## src/rtl/pc_gen_if.sv

```systemverilog
// pc_gen_if: fetch-side bundle between the PC generator and its neighbours
// Ports (signals): stall, instr_ready, branch_taken/branch_target,
//   trap_redirect/trap_target driven by the master; pc, fetch_valid and
//   misalign_exc driven back by the slave (pc_gen).
interface pc_gen_if;
  logic        stall;
  logic        instr_ready;
  logic        branch_taken;
  logic [31:0] branch_target;
  logic        trap_redirect;
  logic [31:0] trap_target;
  logic [31:0] pc;
  logic        fetch_valid;
  logic        misalign_exc;
  modport master (
    output stall, instr_ready, branch_taken, branch_target, trap_redirect, trap_target,
    input  pc, fetch_valid, misalign_exc
  );
  modport slave (
    input  stall, instr_ready, branch_taken, branch_target, trap_redirect, trap_target,
    output pc, fetch_valid, misalign_exc
  );
endinterface

```

## src/rtl/pc_gen.sv

```systemverilog
// pc_gen: program counter generator with sequential advance, stall, and prioritised trap/branch redirects
// Ports: clk, rst_n (async, active-low), bus (pc_gen_if.slave: stall, instr_ready,
//   branch/trap redirect requests and targets in; pc, fetch_valid, misalign_exc out).
// Optional macro PC_MISALIGN_CHECK_EN enables the misaligned-target pulse on misalign_exc.
module pc_gen #(
  parameter logic [31:0] RESET_VECTOR = 32'h0000_0000
) (
  input  logic     clk,
  input  logic     rst_n,
  pc_gen_if.slave  bus
);
  typedef enum logic [1:0] {BOOT, RUN, WAIT, PEND} state_e;
  state_e      state_q, state_d;
  logic [31:0] pc_q, pc_d, pend_target_q, pend_target_d;
  logic        pend_trap_q, pend_trap_d;
  logic        redir, active;
  logic [31:0] raw_tgt, redir_tgt;
  always_comb begin
    redir     = bus.trap_redirect | bus.branch_taken;
    raw_tgt   = bus.trap_redirect ? bus.trap_target : bus.branch_target;
    redir_tgt = raw_tgt & 32'hFFFF_FFFC;
    active    = (state_q == RUN) || (state_q == WAIT);
    state_d       = state_q;
    pc_d          = pc_q;
    pend_target_d = pend_target_q;
    pend_trap_d   = pend_trap_q;
    case (state_q)
      BOOT: state_d = RUN;
      RUN, WAIT: begin
        if (redir) begin
          if (bus.instr_ready) begin
            pc_d    = redir_tgt;
            state_d = RUN;
          end else begin
            // the outstanding fetch must drain before the redirect takes effect
            pend_target_d = redir_tgt;
            pend_trap_d   = bus.trap_redirect;
            state_d       = PEND;
          end
        end else if (bus.instr_ready) begin
          state_d = RUN;
          pc_d    = bus.stall ? pc_q : pc_q + 32'd4;
        end else begin
          state_d = WAIT;
        end
      end
      default: begin
        // a latched trap cannot be displaced by a later branch
        if (bus.trap_redirect) begin
          pend_target_d = redir_tgt;
          pend_trap_d   = 1'b1;
        end else if (bus.branch_taken && !pend_trap_q) begin
          pend_target_d = redir_tgt;
        end
        if (bus.instr_ready) begin
          pc_d        = pend_target_d;
          pend_trap_d = 1'b0;
          state_d     = RUN;
        end
      end
    endcase
  end
  always_ff @(posedge clk or negedge rst_n) begin
    if (!rst_n) begin
      state_q       <= BOOT;
      pc_q          <= RESET_VECTOR & 32'hFFFF_FFFC;
      pend_target_q <= 32'h0;
      pend_trap_q   <= 1'b0;
    end else begin
      state_q       <= state_d;
      pc_q          <= pc_d;
      pend_target_q <= pend_target_d;
      pend_trap_q   <= pend_trap_d;
    end
  end
  assign bus.pc          = pc_q;
  assign bus.fetch_valid = active & bus.instr_ready & ~redir;
`ifdef PC_MISALIGN_CHECK_EN
  assign bus.misalign_exc = active & redir & (|raw_tgt[1:0]);
`else
  assign bus.misalign_exc = 1'b0;
`endif
endmodule

```

## src/flat_wrapper.sv

```systemverilog
// flat-port wrapper written by rule: the top's interface ports become plain ports
module pc_gen_flat 
#(
  parameter logic [31:0] RESET_VECTOR = 32'h0000_0000
)
  (clk, rst_n, bus_stall, bus_instr_ready, bus_branch_taken, bus_branch_target, bus_trap_redirect, bus_trap_target, bus_pc, bus_fetch_valid, bus_misalign_exc);
  pc_gen_if bus_i ();
  input  logic clk;
  input  logic rst_n;
  input wire logic [$bits(bus_i.stall)-1:0] bus_stall;
  input wire logic [$bits(bus_i.instr_ready)-1:0] bus_instr_ready;
  input wire logic [$bits(bus_i.branch_taken)-1:0] bus_branch_taken;
  input wire logic [$bits(bus_i.branch_target)-1:0] bus_branch_target;
  input wire logic [$bits(bus_i.trap_redirect)-1:0] bus_trap_redirect;
  input wire logic [$bits(bus_i.trap_target)-1:0] bus_trap_target;
  output wire logic [$bits(bus_i.pc)-1:0] bus_pc;
  output wire logic [$bits(bus_i.fetch_valid)-1:0] bus_fetch_valid;
  output wire logic [$bits(bus_i.misalign_exc)-1:0] bus_misalign_exc;
  assign bus_i.stall = bus_stall;
  assign bus_i.instr_ready = bus_instr_ready;
  assign bus_i.branch_taken = bus_branch_taken;
  assign bus_i.branch_target = bus_branch_target;
  assign bus_i.trap_redirect = bus_trap_redirect;
  assign bus_i.trap_target = bus_trap_target;
  assign bus_pc = bus_i.pc;
  assign bus_fetch_valid = bus_i.fetch_valid;
  assign bus_misalign_exc = bus_i.misalign_exc;
  pc_gen #(.RESET_VECTOR(RESET_VECTOR)) u_core (.clk(clk), .rst_n(rst_n), .bus(bus_i));
endmodule
```

## config.mk

```make
export PLATFORM = sky130hd
export DESIGN_NAME = pc_gen_flat
export DESIGN_NICKNAME = d
export VERILOG_FILES = /design/src/rtl/pc_gen_if.sv /design/src/rtl/pc_gen.sv /design/src/flat_wrapper.sv
export SDC_FILE = /design/constraint.sdc
export NUM_CORES = 1
export LEC_CHECK = 0
export CELL_PAD_IN_SITES_DETAIL_PLACEMENT = 2
export CELL_PAD_IN_SITES_GLOBAL_PLACEMENT = 2
export CORE_MARGIN = 2
export CORE_UTILIZATION = 30
export DETAILED_ROUTE_END_ITERATION = 8
export PLACE_DENSITY = 0.82
export SLEW_MARGIN = 5
export SYNTH_ARGS = -nofsm -noshare
export SYNTH_HDL_FRONTEND = slang
export SYNTH_SLANG_ARGS = --single-unit
```

## constraint.sdc

```tcl
create_clock -name clk -period 2.2 [get_ports clk]
set_input_delay 0.22 -clock clk [delete_from_list [all_inputs] [get_ports clk]]
set_output_delay 0.22 -clock clk [all_outputs]
set_load 0.01 [all_outputs]
```

==> summary.txt, run 1 <==
Clock network
  • Clock Tree Root: clkbuf_16
  • Clock Latency Late Sink: 360 ps
  • Clk slew on worst S/H paths: 60 ps
  • Sink Count: 67
  • Num CTS Buffers: 9
  • CTS max path bufs: 2
  • H-tree levels: 3
  • CTS tree: built

Timing
  • Final Max Slew Viols: 0
  • Setup ws final: 91.8 ps
  • Worst-margin pin slew: 724 ps
  • Final hold slack: 263 ps
  • Fin. Hold Viols: 0
  • Rel. slew slack: 51.5%
  • Setup TNS: 0 ps
  • Fmax: 474 MHz
  • Final min period: 2110 ps
  • Clk_skew: 10.7 ps
  • Final setup fails: 0
  • Fin crit share: 95.8%

Run status
  • Outcome: completed

Place
  • GPL Wtd Cong: 0.932
  • DP Worst Slack: -190 ps
  • Port Buf Inserts: 98
  • Dpl hpwl: 16,700 um
  • Placed insts: 864

Detailed routing
  • Post-Route WL: 25,000 um
  • DRC Markers: 0
  • Wire length per cell: 28.4 um
  • 1st-iter DRT viols: 389
  • Vias per cell: 6.30
  • Vias post-DR: 5,562
  • Remaining antenna violation count: 0
  • Drt first pass iters: 9

Finish
  • Commonest cells after routing, fill and taps aside: clkdlybuf4s50_1, buf_4, dfrtp_1, nor2_1, a21oi_1
  • Share of post-route cells with drive strength above 1: 18.6%
  • N_diodes: 0
  • Non-Filler Instances: 883
  • Fill count: 1,571
  • Final nets: 766
  • Most common cell after layout, fill and taps aside: clkdlybuf4s50_1
  • Area growth, synth to finish: 46.4%

GRT
  • Gr usage total: 31.5%
  • Vias in the first global route: 6,229
  • Largest net degree at the start of global routing: 41
  • Initial antenna violation count: 1
  • First-pass GRT wire length: 38,500 um
  • Congestion Overflow GR: 0

Floorplan
  • Die area: 16,100 um2
  • Initial Util: 31.0%
  • Total core area: 14,600 um2
  • Cell row count: 44
  • Die Span Y: 127 um
  • Die width: 127 um
  • Top Ports: 104

Worst hold path
  • Hold Path Class: in -> async

Worst setup path
  • Setup crit end kind: output pin
  • Arrival @ worst endpoint: 1890 ps
  • WP data required: 1980 ps
  • Startpoint types: register
  • CP Max Fanout: 5
  • WS Path Type: reg -> out

Yosys
  • Post-synthesis register bit count: 67
  • Dominant synthesized flop cell: dfrtp_1
  • Seq/Total Area, Yosys: 37.0%
  • Post-synth EDFFs: 0
  • Syn_area_per_cell: 8.34 um2
  • Synthesized area: 4540 um2
  • Syn_nets: 616
  • Async set-reset flop share out of synthesis: 100%
  • Syn Inst Count: 544
  • Post-synthesis cell type count: 68
  • Synthesis Warnings: 0

Power
  • Total leakage power: 2.66 nW
  • Max VDD drop: 0.346 mV
  • PD cells: 944 nW/um2

Flow run
  • Max-cap violations: 0
==> metrics by stage <==
step | total power [mW] | utilization, % | cell area [um2]
detailed placement | 4.37 | 42.4 | 6200
finish | 6.27 | 45.4 | 6640
floorplan | 3.01 | - | 4540
global placement | 4.19 | 42.4 | 6200
global route | 6.51 | 45.4 | 6640
CTS | 6.13 | 45.0 | 6590
==> timing repair <==
item / 4_1_cts / 5_1_grt
hold buffers: 1 / 0
resized for setup: 8 / 14
pin swaps: 1 / 1
endpoints found under the setup margin: 10 / 10
hold endpoints to repair: 8 / 0
buffers inserted: 2 / 0
==> cell families after synthesis <==
logic type | share of synthesized area, %
simple gates | 22.3
compound gates | 26.7
flops | 37.0
buf+inv | 5.93
mux | 7.45
fa+ha+maj | 0.551
other cells | 0.0827
==> worst max-delay path, stage by stage, from the launching register on <==
cell,delay [ps]
dfrtp_1,360
inv_1,80
ha_4,330
nand2_4,110
nor2_2,110
clkdlybuf4s50_1,540
==> flip-flops by register name, summed over array words and instances, names as in the netlist <==
name	flops
u_core.bus.pc	32
u_core.pend_target_q	32
u_core.state_q	2
u_core.pend_trap_q	1
==> metal layers <==
metal / vias up / GRT usage [%] / part of all wire, %
li1: 2356 / - / -
met1: 2832 / 38.4 / 40
met2: 285 / 52.4 / 48
met3: 89 / 8.04 / 7.1
met4: 0 / 14.9 / 4.3
met5: - / 0 / 0
==> cell type report <==
cell class,instances,area (um2),area share [%]
Clock buffer,10,229,3.45
Clock inverter,6,88.8,1.34
Inverter,10,38.8,0.584
Multi-Input combinational cell,426,2690,40.6
Sequential cell,67,1680,25.2
Tap cell,184,230,3.47
Timing Repair Buffer,180,1680,25.4
==> path summary, 6_finish.rpt <==
path | cells after the start | end | slack [ps] | from
max | 5 | bus_fetch_valid | 90 | u_core.state_q[0]
min | 2 | u_core.pend_target_q[24] | 260 | rst_n
max reg2reg | 7 | u_core.bus.pc[30] | 90 | u_core.bus.pc[17]
min reg2reg | 1 | u_core.bus.pc[1] | 510 | u_core.bus.pc[1]
max in group asynchronous | 3 | u_core.bus.pc[8] | 1190 | rst_n
min in group clk | 1 | u_core.bus.pc[1] | 510 | u_core.bus.pc[1]
==> synth_stat cells (3+ instances only) <==
cell        n  share of area, %
nor2b_1     5              0.69
or4_1       3              0.50
nand3_1    21               2.3
nor3_1     24               2.6
o22ai_1     6              0.83
nand2b_1    4              0.55
a2111oi_0   4              0.77
o211ai_1   11               1.8
a22oi_1     3              0.50
buf_2       9              0.99
mux2i_1    27               6.0
a31oi_1    10               1.4
nand2_1    41               3.4
clkbuf_8    5               1.5
o22a_1      3              0.58
mux2_2      6               1.5
o31a_1      3              0.58
and2_1      4              0.55
inv_1       8              0.66
clkbuf_1   21               1.7
nand4_1    11               1.5
a221oi_1    7               1.4
o21ai_0    31               3.4
nor2_1     66               5.5
a221o_1     3              0.66
a21oi_1    59               6.5
and3_1      5              0.69
a22o_1      3              0.58
dfrtp_1    67                37
nor4_1      6              0.83
o221ai_1    5              0.97
a211oi_1   13               2.2
a21boi_0    4              0.66
==> power by group <==
group	total (mW)	switching (mW)	internal (mW)	leakage [nW]
registers	2.01	0.424	1.59	0.776
logic	2.62	1.45	1.16	1.74
clock network	1.64	0.643	0.995	0.149
No activity file was read; power rests on OpenSTA's default activity.
==> run 2: changes to the inputs <==
--- a/config.mk
+++ b/config.mk
@@ -7,7 +7,6 @@
 export LEC_CHECK = 0
 export CELL_PAD_IN_SITES_DETAIL_PLACEMENT = 2
 export CELL_PAD_IN_SITES_GLOBAL_PLACEMENT = 2
-export CORE_MARGIN = 2
 export CORE_UTILIZATION = 30
 export DETAILED_ROUTE_END_ITERATION = 8
 export PLACE_DENSITY = 0.82
==> summary.txt, run 2 (synthesized netlist as in run 1, its figures left out) <==
Timing
  • Worst-margin pin slew: 723 ps (was 724 ps)
  • Final Max Slew Viols: 0 (unchanged)
  • Final setup fails: 1 (was 0)
  • Rel. slew slack: 51.6% (was 51.5%)
  • Final min period: 2200 ps (was 2110 ps)
  • Setup ws final: -4.69 ps (was 91.8 ps)
  • Fin crit share: 100% (was 95.8%)
  • Clk_skew: 3.93 ps (was 10.7 ps)
  • Fmax: 454 MHz (was 474 MHz)
  • Fin. Hold Viols: 0 (unchanged)

Clock network
  • CTS max path bufs: 2 (unchanged)
  • Clock Latency Late Sink: 350 ps (was 360 ps)
  • CTS tree: built (unchanged)
  • H-tree levels: 3 (unchanged)
  • Postcts setup bufs: 0 (was 2)
  • Num CTS Buffers: 9 (unchanged)
  • Clk slew on worst S/H paths: 60 ps (about the same)
  • Sink Count: 67 (unchanged)
  • Clock Tree Root: clkbuf_16 (unchanged)

GRT
  • First-pass GRT wire length: 35,000 um (was 38,500 um)
  • Initial antenna violation count: 0 (was 1)
  • Largest net degree at the start of global routing: 40 (was 41)
  • Gr usage total: 29.2% (was 31.5%)
  • Vias in the first global route: 6,042 (was 6,229)
  • Congestion Overflow GR: 0 (unchanged)

Floorplan
  • Cell row count: 44 (unchanged)
  • Die width: 125 um (was 127 um)
  • Total core area: 14,600 um2 (unchanged)
  • Die area: 15,600 um2 (was 16,100 um2)
  • Top Ports: 104 (unchanged)
  • Initial Util: 31.0% (unchanged)
  • Die Span Y: 125 um (was 127 um)

Finish
  • Fin util: 43.8% (was 45.4%)
  • Finished Cell Area: 6420 um2 (was 6640 um2)
  • N_diodes: 0 (unchanged)
  • Commonest cells after routing, fill and taps aside: clkdlybuf4s50_1, buf_4, dfrtp_1, nor2_1, a21oi_1 (unchanged)
  • Final nets: 755 (was 766)
  • Share of post-route cells with drive strength above 1: 16.2% (was 18.6%)
  • Non-Filler Instances: 871 (was 883)
  • Most common cell after layout, fill and taps aside: clkdlybuf4s50_1 (unchanged)
  • Area growth, synth to finish: 41.5% (was 46.4%)

Worst setup path
  • Setup crit end kind: register (was output pin)
  • WS Path Type: reg -> reg (was reg -> out)
  • Startpoint types: register (unchanged)
  • CP Max Fanout: 5 (unchanged)
  • WP data required: 2430 ps (was 1980 ps)
  • Arrival @ worst endpoint: 2440 ps (was 1890 ps)

Place
  • Placed Area: 6100 um2 (was 6200 um2)
  • Dpl hpwl: 15,800 um (was 16,700 um)
  • Placed insts: 855 (was 864)
  • Port Buf Inserts: 98 (unchanged)
  • GPL Wtd Cong: 0.877 (was 0.932)

Power
  • Psw: 2.30 mW (was 2.52 mW)
  • Clock network fraction of design power: 24.4% (was 26.1%)
  • PD cells: 911 nW/um2 (was 944 nW/um2)
  • Switch share: 39.4% (was 40.2%)
  • Sequential power share: 33.8% (was 32.1%)
  • Internal power consumption: 3.54 mW (was 3.75 mW)
  • Max VDD drop: 0.449 mV (was 0.346 mV)
  • Total leakage power: 2.57 nW (was 2.66 nW)
  • Overall Power: 5.85 mW (was 6.27 mW)
  • Combinational group share of total power: 41.8% (was 41.7%)

Worst hold path
  • Hold Path Class: in -> async (unchanged)

Detailed routing
  • Vias post-DR: 5,318 (was 5,562)
  • Drt first pass iters: 7 (was 9)
  • Vias per cell: 6.11 (was 6.30)
  • Post-Route WL: 22,100 um (was 25,000 um)
  • Wire length per cell: 25.3 um (was 28.4 um)
  • Remaining antenna violation count: 0 (unchanged)
  • 1st-iter DRT viols: 318 (was 389)
  • DRC Markers: 6 (was 0)

Flow run
  • Max-cap violations: 0 (unchanged)

Run status
  • Outcome: finished with violations (was completed)
  • Failing checks: design-rule violations, negative setup slack
run 2: per-layer routing:
layer / track usage [%] / part of all wire [%] / wire, um
met5: 0 / 0 / 0
met4: 14.4 / 3.1 / 679
met3: 5.61 / 5.2 / 1150
met1: 35.2 / 42 / 9300
met2: 49.9 / 50 / 10900
run 2: metrics by stage:
step	worst slack (ps)	hold slack [ps]	setup TNS, ps
finish	-4.69	437	-4.69
global route	-1.15	509	-1.15
CTS	6.31	448	0
detailed placement	-148	283	-1750
global placement	-65.7	270	-65.7
floorplan	165	-75.6	0
run 2: power groups by stage:
| stage | logic [mW] | registers, mW | clock network (mW) |
|---|---|---|---|
| after floorplan | 1.03 | 1.98 | 0 |
| after global placement | 2.24 | 1.92 | 0 |
| after detailed placement | 2.37 | 1.95 | 0 |
| after CTS | 2.43 | 1.95 | 1.44 |
| after global routing | 2.63 | 2.01 | 1.49 |
| final | 2.45 | 1.98 | 1.43 |
run 2: critical path, cell delays in order, from the launching register on:
cell and delay [ps]:
dfrtp_1 370, ha_2 260, and4_1 270, nand3_1 140, nor4_2 400, buf_4 200
a31oi_1 100, o32a_1 350
run 2: repair_timing:
item,in CTS,in global routing
pin swaps,0,0
gates resized for setup,3,5
hold buffers,1,0
endpoints found under the setup margin,4,4
gates cloned,0,0
hold endpoints to repair,52,0
run 2: path summary, 6_finish.rpt:
| path | start | end | slack (ps) | depth (start not counted) |
|---|---|---|---|---|
| worst max-delay path | u_core.bus.pc[2] | u_core.bus.pc[30] | -5 | 7 |
| min in group clk | u_core.pend_target_q[0] | u_core.pend_target_q[0] | 510 | 1 |
| max in group asynchronous | rst_n | u_core.bus.pc[17] | 1250 | 3 |
| worst max register to register | u_core.bus.pc[2] | u_core.bus.pc[30] | -5 | 7 |
| worst min-delay path | rst_n | u_core.pend_target_q[29] | 440 | 3 |
| worst min register to register | u_core.pend_target_q[0] | u_core.pend_target_q[0] | 510 | 1 |
run 2: final cells by class:
| class | instances | area [um2] |
|---|---|---|
| tap | 184 | 230 |
| multi-input combinational | 426 | 2640 |
| inverter | 10 | 37.5 |
| timing repair buffer | 169 | 1560 |
| clock buffer | 13 | 270 |
| fill | 1631 | 8230 |
| clock inverter | 2 | 10.0 |
| sequential | 67 | 1680 |
